--- src/rtl/mem_arbiter_if.sv ---
// AXI4-Lite bus between mem_arbiter (master) and the shared memory subordinate (slave).
interface mem_arbiter_if #(
   parameter int AXI_AWIDTH = 32,
   parameter int AXI_DWIDTH = 32
);
   logic [AXI_AWIDTH-1:0]   AWADDR;
   logic                    AWVALID;
   logic                    AWREADY;
   logic [AXI_DWIDTH-1:0]   WDATA;
   logic [AXI_DWIDTH/8-1:0] WSTRB;
   logic                    WVALID;
   logic                    WREADY;
   logic [1:0]              BRESP;
   logic                    BVALID;
   logic                    BREADY;
   logic [AXI_AWIDTH-1:0]   ARADDR;
   logic                    ARVALID;
   logic                    ARREADY;
   logic [AXI_DWIDTH-1:0]   RDATA;
   logic [1:0]              RRESP;
   logic                    RVALID;
   logic                    RREADY;

   modport master (
      output AWADDR, AWVALID, WDATA, WSTRB, WVALID, BREADY, ARADDR, ARVALID, RREADY,
      input  AWREADY, WREADY, BRESP, BVALID, ARREADY, RDATA, RRESP, RVALID
   );

   modport slave (
      input  AWADDR, AWVALID, WDATA, WSTRB, WVALID, BREADY, ARADDR, ARVALID, RREADY,
      output AWREADY, WREADY, BRESP, BVALID, ARREADY, RDATA, RRESP, RVALID
   );
endinterface

--- src/rtl/mem_arbiter.sv ---
// Round-robin arbiter sharing one AXI4-Lite subordinate between instruction fetch and data ports.
// Optional watchdog on stalled transactions: define ARB_TIMEOUT_EN.
module mem_arbiter #(
   parameter int AXI_AWIDTH     = 32,
   parameter int AXI_DWIDTH     = 32,
   parameter int TIMEOUT_CYCLES = 255
) (
   input  logic                    AXI_ACLK,
   input  logic                    AXI_ARESET,

   input  logic                    if_req,
   input  logic [AXI_AWIDTH-1:0]   if_addr,
   output logic                    if_ready,
   output logic [AXI_DWIDTH-1:0]   if_rdata,
   output logic                    if_err,

   input  logic                    d_req,
   input  logic                    d_we,
   input  logic [AXI_AWIDTH-1:0]   d_addr,
   input  logic [AXI_DWIDTH-1:0]   d_wdata,
   input  logic [AXI_DWIDTH/8-1:0] d_wstrb,
   output logic                    d_ready,
   output logic [AXI_DWIDTH-1:0]   d_rdata,
   output logic                    d_err,

   mem_arbiter_if.master           M_AXI
);

   typedef enum logic [1:0] {IDLE, RD, WR, DONE} state_t;

   state_t                  state;
   logic                    last_d;
   logic                    gnt_d;
   logic                    grant_if;
   logic                    grant_d;
   logic                    tmo_hit;
   logic                    resp_done;
   logic [AXI_DWIDTH-1:0]   resp_data;
   logic                    resp_err;

   // On a tie the requester that did not win last time gets the bus.
   assign grant_if = if_req && (!d_req || last_d);
   assign grant_d  = d_req  && (!if_req || !last_d);

`ifdef ARB_TIMEOUT_EN
   localparam int TMO_W = ($clog2(TIMEOUT_CYCLES + 1) > 8) ? $clog2(TIMEOUT_CYCLES + 1) : 8;
   logic [TMO_W-1:0] tmo_cnt;
   assign tmo_hit = (tmo_cnt == TMO_W'(TIMEOUT_CYCLES - 1));
`else
   // Watchdog absent: never fires, the comparison only keeps the parameter referenced.
   assign tmo_hit = (TIMEOUT_CYCLES < 0);
`endif

   always_comb begin
      resp_done = 1'b0;
      resp_data = '0;
      resp_err  = 1'b0;
      case (state)
         RD: begin
            if (M_AXI.RVALID) begin
               resp_done = 1'b1;
               resp_data = M_AXI.RDATA;
               resp_err  = (M_AXI.RRESP != 2'b00);
            end else if (tmo_hit) begin
               resp_done = 1'b1;
               resp_data = AXI_DWIDTH'(32'hDEADBEEF);
               resp_err  = 1'b1;
            end
         end
         WR: begin
            if (M_AXI.BVALID) begin
               resp_done = 1'b1;
               resp_err  = (M_AXI.BRESP != 2'b00);
            end else if (tmo_hit) begin
               resp_done = 1'b1;
               resp_data = AXI_DWIDTH'(32'hDEADBEEF);
               resp_err  = 1'b1;
            end
         end
         default: ;
      endcase
   end

   // Grant in IDLE, run one AXI transaction, then pulse the winner's ready from DONE.
   always_ff @(posedge AXI_ACLK or posedge AXI_ARESET) begin
      if (AXI_ARESET) begin
         state         <= IDLE;
         last_d        <= 1'b1;
         gnt_d         <= 1'b0;
         M_AXI.AWADDR  <= '0;
         M_AXI.AWVALID <= 1'b0;
         M_AXI.WDATA   <= '0;
         M_AXI.WSTRB   <= '0;
         M_AXI.WVALID  <= 1'b0;
         M_AXI.BREADY  <= 1'b0;
         M_AXI.ARADDR  <= '0;
         M_AXI.ARVALID <= 1'b0;
         M_AXI.RREADY  <= 1'b0;
         if_ready      <= 1'b0;
         if_rdata      <= '0;
         if_err        <= 1'b0;
         d_ready       <= 1'b0;
         d_rdata       <= '0;
         d_err         <= 1'b0;
`ifdef ARB_TIMEOUT_EN
         tmo_cnt       <= '0;
`endif
      end else begin
         case (state)
            IDLE: begin
               if (grant_if || grant_d) begin
                  gnt_d  <= grant_d;
                  last_d <= grant_d;
                  if (grant_d && d_we) begin
                     M_AXI.AWADDR  <= d_addr;
                     M_AXI.WDATA   <= d_wdata;
                     M_AXI.WSTRB   <= d_wstrb;
                     M_AXI.AWVALID <= 1'b1;
                     M_AXI.WVALID  <= 1'b1;
                     M_AXI.BREADY  <= 1'b1;
                     state         <= WR;
                  end else begin
                     M_AXI.ARADDR  <= grant_d ? d_addr : if_addr;
                     M_AXI.ARVALID <= 1'b1;
                     M_AXI.RREADY  <= 1'b1;
                     state         <= RD;
                  end
               end
            end
            RD: begin
               if (M_AXI.ARREADY) M_AXI.ARVALID <= 1'b0;
            end
            WR: begin
               if (M_AXI.AWREADY) M_AXI.AWVALID <= 1'b0;
               if (M_AXI.WREADY)  M_AXI.WVALID  <= 1'b0;
            end
            DONE: begin
               if_ready <= 1'b0;
               if_rdata <= '0;
               if_err   <= 1'b0;
               d_ready  <= 1'b0;
               d_rdata  <= '0;
               d_err    <= 1'b0;
               state    <= IDLE;
            end
            default: state <= IDLE;
         endcase

`ifdef ARB_TIMEOUT_EN
         if (state == IDLE) tmo_cnt <= '0;
         else if (state == RD || state == WR) tmo_cnt <= tmo_cnt + 1'b1;
`endif

         if (resp_done) begin
            M_AXI.ARVALID <= 1'b0;
            M_AXI.RREADY  <= 1'b0;
            M_AXI.AWVALID <= 1'b0;
            M_AXI.WVALID  <= 1'b0;
            M_AXI.BREADY  <= 1'b0;
            if (gnt_d) begin
               d_ready <= 1'b1;
               d_rdata <= resp_data;
               d_err   <= resp_err;
            end else begin
               if_ready <= 1'b1;
               if_rdata <= resp_data;
               if_err   <= resp_err;
            end
            state <= DONE;
         end
      end
   end

endmodule

--- src/flat_wrapper.sv ---
// flat-port wrapper written by rule: the top's interface ports become plain ports
module mem_arbiter_flat 
#(
   parameter int AXI_AWIDTH     = 32,
   parameter int AXI_DWIDTH     = 32,
   parameter int TIMEOUT_CYCLES = 255
)
  (AXI_ACLK, AXI_ARESET, if_req, if_addr, if_ready, if_rdata, if_err, d_req, d_we, d_addr, d_wdata, d_wstrb, d_ready, d_rdata, d_err, M_AXI_AWADDR, M_AXI_AWVALID, M_AXI_WDATA, M_AXI_WSTRB, M_AXI_WVALID, M_AXI_BREADY, M_AXI_ARADDR, M_AXI_ARVALID, M_AXI_RREADY, M_AXI_AWREADY, M_AXI_WREADY, M_AXI_BRESP, M_AXI_BVALID, M_AXI_ARREADY, M_AXI_RDATA, M_AXI_RRESP, M_AXI_RVALID);
  mem_arbiter_if #(.AXI_AWIDTH(AXI_AWIDTH), .AXI_DWIDTH(AXI_DWIDTH)) M_AXI_i ();
  input  logic AXI_ACLK;
  input  logic AXI_ARESET;
  input  logic if_req;
  input  logic [AXI_AWIDTH-1:0] if_addr;
  output logic if_ready;
  output logic [AXI_DWIDTH-1:0] if_rdata;
  output logic if_err;
  input  logic d_req;
  input  logic d_we;
  input  logic [AXI_AWIDTH-1:0] d_addr;
  input  logic [AXI_DWIDTH-1:0] d_wdata;
  input  logic [AXI_DWIDTH/8-1:0] d_wstrb;
  output logic d_ready;
  output logic [AXI_DWIDTH-1:0] d_rdata;
  output logic d_err;
  output wire logic [$bits(M_AXI_i.AWADDR)-1:0] M_AXI_AWADDR;
  output wire logic [$bits(M_AXI_i.AWVALID)-1:0] M_AXI_AWVALID;
  output wire logic [$bits(M_AXI_i.WDATA)-1:0] M_AXI_WDATA;
  output wire logic [$bits(M_AXI_i.WSTRB)-1:0] M_AXI_WSTRB;
  output wire logic [$bits(M_AXI_i.WVALID)-1:0] M_AXI_WVALID;
  output wire logic [$bits(M_AXI_i.BREADY)-1:0] M_AXI_BREADY;
  output wire logic [$bits(M_AXI_i.ARADDR)-1:0] M_AXI_ARADDR;
  output wire logic [$bits(M_AXI_i.ARVALID)-1:0] M_AXI_ARVALID;
  output wire logic [$bits(M_AXI_i.RREADY)-1:0] M_AXI_RREADY;
  input wire logic [$bits(M_AXI_i.AWREADY)-1:0] M_AXI_AWREADY;
  input wire logic [$bits(M_AXI_i.WREADY)-1:0] M_AXI_WREADY;
  input wire logic [$bits(M_AXI_i.BRESP)-1:0] M_AXI_BRESP;
  input wire logic [$bits(M_AXI_i.BVALID)-1:0] M_AXI_BVALID;
  input wire logic [$bits(M_AXI_i.ARREADY)-1:0] M_AXI_ARREADY;
  input wire logic [$bits(M_AXI_i.RDATA)-1:0] M_AXI_RDATA;
  input wire logic [$bits(M_AXI_i.RRESP)-1:0] M_AXI_RRESP;
  input wire logic [$bits(M_AXI_i.RVALID)-1:0] M_AXI_RVALID;
  assign M_AXI_AWADDR = M_AXI_i.AWADDR;
  assign M_AXI_AWVALID = M_AXI_i.AWVALID;
  assign M_AXI_WDATA = M_AXI_i.WDATA;
  assign M_AXI_WSTRB = M_AXI_i.WSTRB;
  assign M_AXI_WVALID = M_AXI_i.WVALID;
  assign M_AXI_BREADY = M_AXI_i.BREADY;
  assign M_AXI_ARADDR = M_AXI_i.ARADDR;
  assign M_AXI_ARVALID = M_AXI_i.ARVALID;
  assign M_AXI_RREADY = M_AXI_i.RREADY;
  assign M_AXI_i.AWREADY = M_AXI_AWREADY;
  assign M_AXI_i.WREADY = M_AXI_WREADY;
  assign M_AXI_i.BRESP = M_AXI_BRESP;
  assign M_AXI_i.BVALID = M_AXI_BVALID;
  assign M_AXI_i.ARREADY = M_AXI_ARREADY;
  assign M_AXI_i.RDATA = M_AXI_RDATA;
  assign M_AXI_i.RRESP = M_AXI_RRESP;
  assign M_AXI_i.RVALID = M_AXI_RVALID;
  mem_arbiter #(.AXI_AWIDTH(AXI_AWIDTH), .AXI_DWIDTH(AXI_DWIDTH), .TIMEOUT_CYCLES(TIMEOUT_CYCLES)) u_core (.AXI_ACLK(AXI_ACLK), .AXI_ARESET(AXI_ARESET), .if_req(if_req), .if_addr(if_addr), .if_ready(if_ready), .if_rdata(if_rdata), .if_err(if_err), .d_req(d_req), .d_we(d_we), .d_addr(d_addr), .d_wdata(d_wdata), .d_wstrb(d_wstrb), .d_ready(d_ready), .d_rdata(d_rdata), .d_err(d_err), .M_AXI(M_AXI_i));
endmodule
--- config.mk ---
export PLATFORM = sky130hd
export DESIGN_NAME = mem_arbiter_flat
export DESIGN_NICKNAME = d
export VERILOG_FILES = /design/src/rtl/mem_arbiter_if.sv /design/src/rtl/mem_arbiter.sv /design/src/flat_wrapper.sv
export SDC_FILE = /design/constraint.sdc
export NUM_CORES = 1
export LEC_CHECK = 0
export ABC_AREA = 1
export ABC_CLOCK_PERIOD_IN_PS = 11300
export BUFFER_PORTS_ARGS = -buffer_cell sky130_fd_sc_hd__buf_2
export CAP_MARGIN = 20
export CORE_MARGIN = 2
export CORE_UTILIZATION = 47
export CTS_CLUSTER_SIZE = 28
export DETAILED_ROUTE_END_ITERATION = 10
export GPL_ROUTABILITY_DRIVEN = 0
export GPL_TIMING_DRIVEN = 0
export PLACE_DENSITY = 0.79
export SLEW_MARGIN = 0
export SYNTH_ARGS = -nofsm -noshare
export SYNTH_HDL_FRONTEND = slang
export SYNTH_SLANG_ARGS = --single-unit
--- constraint.sdc ---
create_clock -name AXI_ACLK -period 11.3 [get_ports AXI_ACLK]
set_input_delay 1.695 -clock AXI_ACLK [delete_from_list [all_inputs] [get_ports AXI_ACLK]]
set_output_delay 1.695 -clock AXI_ACLK [all_outputs]
set_load 0.03 [all_outputs]
==> run summary <==
Outcome - complete, no violations
Critical Path RT - 9610 ps
FMAX - 0.367 GHz
Dpl cells - 1358
Initial DRC Count - 397
Met2 wire length - 10700 µm
Leakage - 5.65 nW
Skew final - 8.12 ps
Sequential-to-total area share from yosys stat - 60.4%
DRC viols - 0
Drt pass-1 iters - 5
Total power - 2.76 mW
WL/cell - 15.7 µm
Vias in the first global route - 6770
Core footprint - 15200 µm²
Horiz. Die Dim - 129 µm
Slew margin rel. - 63.8%
Peak supply drop - 160 µV
Fin crit share - 24.1%
Cells after Synth - 851
Initial Utilization - 48.3%
Critical path's largest stage delay - 380 ps
Post-Syn Area - 7340 µm²
Final hold viol count - 0
Clock Sinks - 177
CTS buffer count - 17
Via count - 6970
HP Class - flop to flop
Met3 routed WL - 2000 µm
Maximum Capacitance Violations - 0
Antenna Violating Nets Remaining - 0
H-tree levels - 4
Top Family by Delay on Critical Path - flip-flops
Slew @ Worst Pin - 543 ps
First-pass GRT wire length - 34200 µm
IO Count - 319
GRT Total Usage - 26.6%
Crit-path slowest cell - dfrtp_1
# rows - 45
Commonest cells after routing, fill and taps aside - nand2_1, buf_2, dfrtp_1, o21ai_0, nand3_1
Post_cts resized - 0
WHS - 467 ps
Wl on met1 - 8610 µm
Syn Nets - 1002
Power per cell area - 282 nW/µm²
Startpoint types - flop
Arr. time, crit path - 1030 ps
Worst-path clk slew - 70 ps
Final min period - 2720 ps
Die Ht - 129 µm
Share of cells above drive strength 1 - 32.7%
Largest net degree at the start of global routing - 109
HPWL Detailed - 16300 µm
Critical-path maximum fanout - 2
CP Buf/Inv Count - 1
Cts-stage hold buffer count - 0
Fin. max-slew vios - 0
CP Class - flop to output pin
CTS root buf - clkbuf_16
Avg Vias per Cell - 5.01
Latest clock arrival within the worst-skew pair - 430 ps
Distinct cells, synth - 22
Die Footprint - 16600 µm²
Synth-to-layout area growth - 33.5%
Initial antenna violation count - 2
Port Buffers - 318
Non-filler cells, final - 1391
Post-Route WL - 21800 µm
Setup Buffers After CTS - 0
RSZ-0062 raised after global routing - no
Syn Area/Cell - 8.62 µm²
Yosys warns - 0
Fin Setup TNS - 0 ps
Total grt overflow - 0
CTS tree - yes
Nets - 1340
Max Used Layer - met5
Final Setup Violations - 0
Bufs on Longest Clock Path - 2
Crit-path cells - buf_2
Crit path capture type - output pin
#FFs+latches synth - 177
Commonest non-fill, non-tap cell in the layout - nand2_1
routing by layer:
layer  vias up  global-route usage [%]
met2       305                    44.2
met4         2                    9.59
met5         -                       0
li1       3379                       -
met1      3248                    32.4
met3        36                    8.90
through the flow:
step / worst slack [ps] / instance area (µm²) / utilization (%)
after global placement: 2820 / 9160 / 60.3
after CTS: 8550 / 9790 / 64.4
final: 8580 / 9800 / 64.4
after global routing: 8540 / 9790 / 64.4
after detailed placement: 8250 / 9200 / 60.5
after floorplan: 4800 / 7340 / -
cell families (layout without fill, tap and decap cells):
logic type	count (synthesis)	count (layout)	share of synthesized area, %
and+or+nand+nor	478	478	26.1
other	0	1	0
DFF	177	177	60.4
adders and majority gates	5	5	0.853
AOI/OAI and AO/OA	107	107	7.37
buffers and inverters	84	435	5.34
cell type report:
cell class	instances	area, µm²
Fill cell	1302	5410
Sequential cell	177	4430
Multi-Input combinational cell	590	2510
Timing Repair Buffer	319	1620
Clock buffer	19	443
Buffer	50	264
Tap cell	188	235
Clock inverter	13	153
Inverter	34	135
Antenna cell	1	2.50
sequential cells by signal (all words and copies together), names as in the netlist, 2 cells and up:
register,count
u_core.M_AXI.WDATA,32
u_core.if_rdata,32
u_core.M_AXI.ARADDR,32
u_core.M_AXI.WSTRB,4
u_core.M_AXI.AWADDR,32
u_core.d_rdata,32
u_core.state,2
report_power, final:
part	total (mW)	switching (mW)	internal (mW)	leakage, nW
Sequential	0.965	0.116	0.848	2.31
Combinational	1.20	0.875	0.329	3.07
Clock	0.594	0.258	0.335	0.281
Total	2.76	1.25	1.51	5.65
worst paths after layout:
kind                                                     start                                  to  slack, ps  depth (start not counted)
setup reg to reg                   u_core.state[0]$_DFFE_PP0P_       u_core.if_rdata[12]$_DFF_PP0_       9370                          7
hold reg to reg             u_core.M_AXI.ARADDR[8]$_DFFE_PP0P_  u_core.M_AXI.ARADDR[8]$_DFFE_PP0P_        470                          2
hold / removal              u_core.M_AXI.ARADDR[8]$_DFFE_PP0P_  u_core.M_AXI.ARADDR[8]$_DFFE_PP0P_        470                          2
min in group asynchronous                           AXI_ARESET   u_core.M_AXI.WDATA[1]$_DFFE_PP0P_       1310                          2
max in group asynchronous                           AXI_ARESET  u_core.M_AXI.ARADDR[7]$_DFFE_PP0P_       9100                          3
setup / recovery           u_core.M_AXI.AWADDR[19]$_DFFE_PP0P_                    M_AXI_AWADDR[19]       8580                          1
cells in the mapped netlist:
cell | count | area, µm²
o21a_1 | 1 | 7.51
inv_1 | 28 | 105
nor2_1 | 12 | 45.0
o211ai_1 | 1 | 7.51
ha_1 | 5 | 62.6
buf_6 | 4 | 45.0
nand2_1 | 389 | 1460
nor2_4 | 1 | 11.3
clkbuf_1 | 14 | 52.6
buf_4 | 6 | 45.0
nand4_1 | 2 | 12.5
nand4_2 | 1 | 12.5
dfrtp_1 | 176 | 4400
nand2_2 | 4 | 25.0
inv_2 | 6 | 22.5
dfstp_2 | 1 | 26.3
a21oi_1 | 3 | 15.0
nand3_1 | 69 | 345
buf_2 | 19 | 95.1
o21ai_1 | 1 | 5.00
buf_1 | 7 | 26.3
o21ai_0 | 101 | 505
No activity file was read; power rests on OpenSTA's default activity.
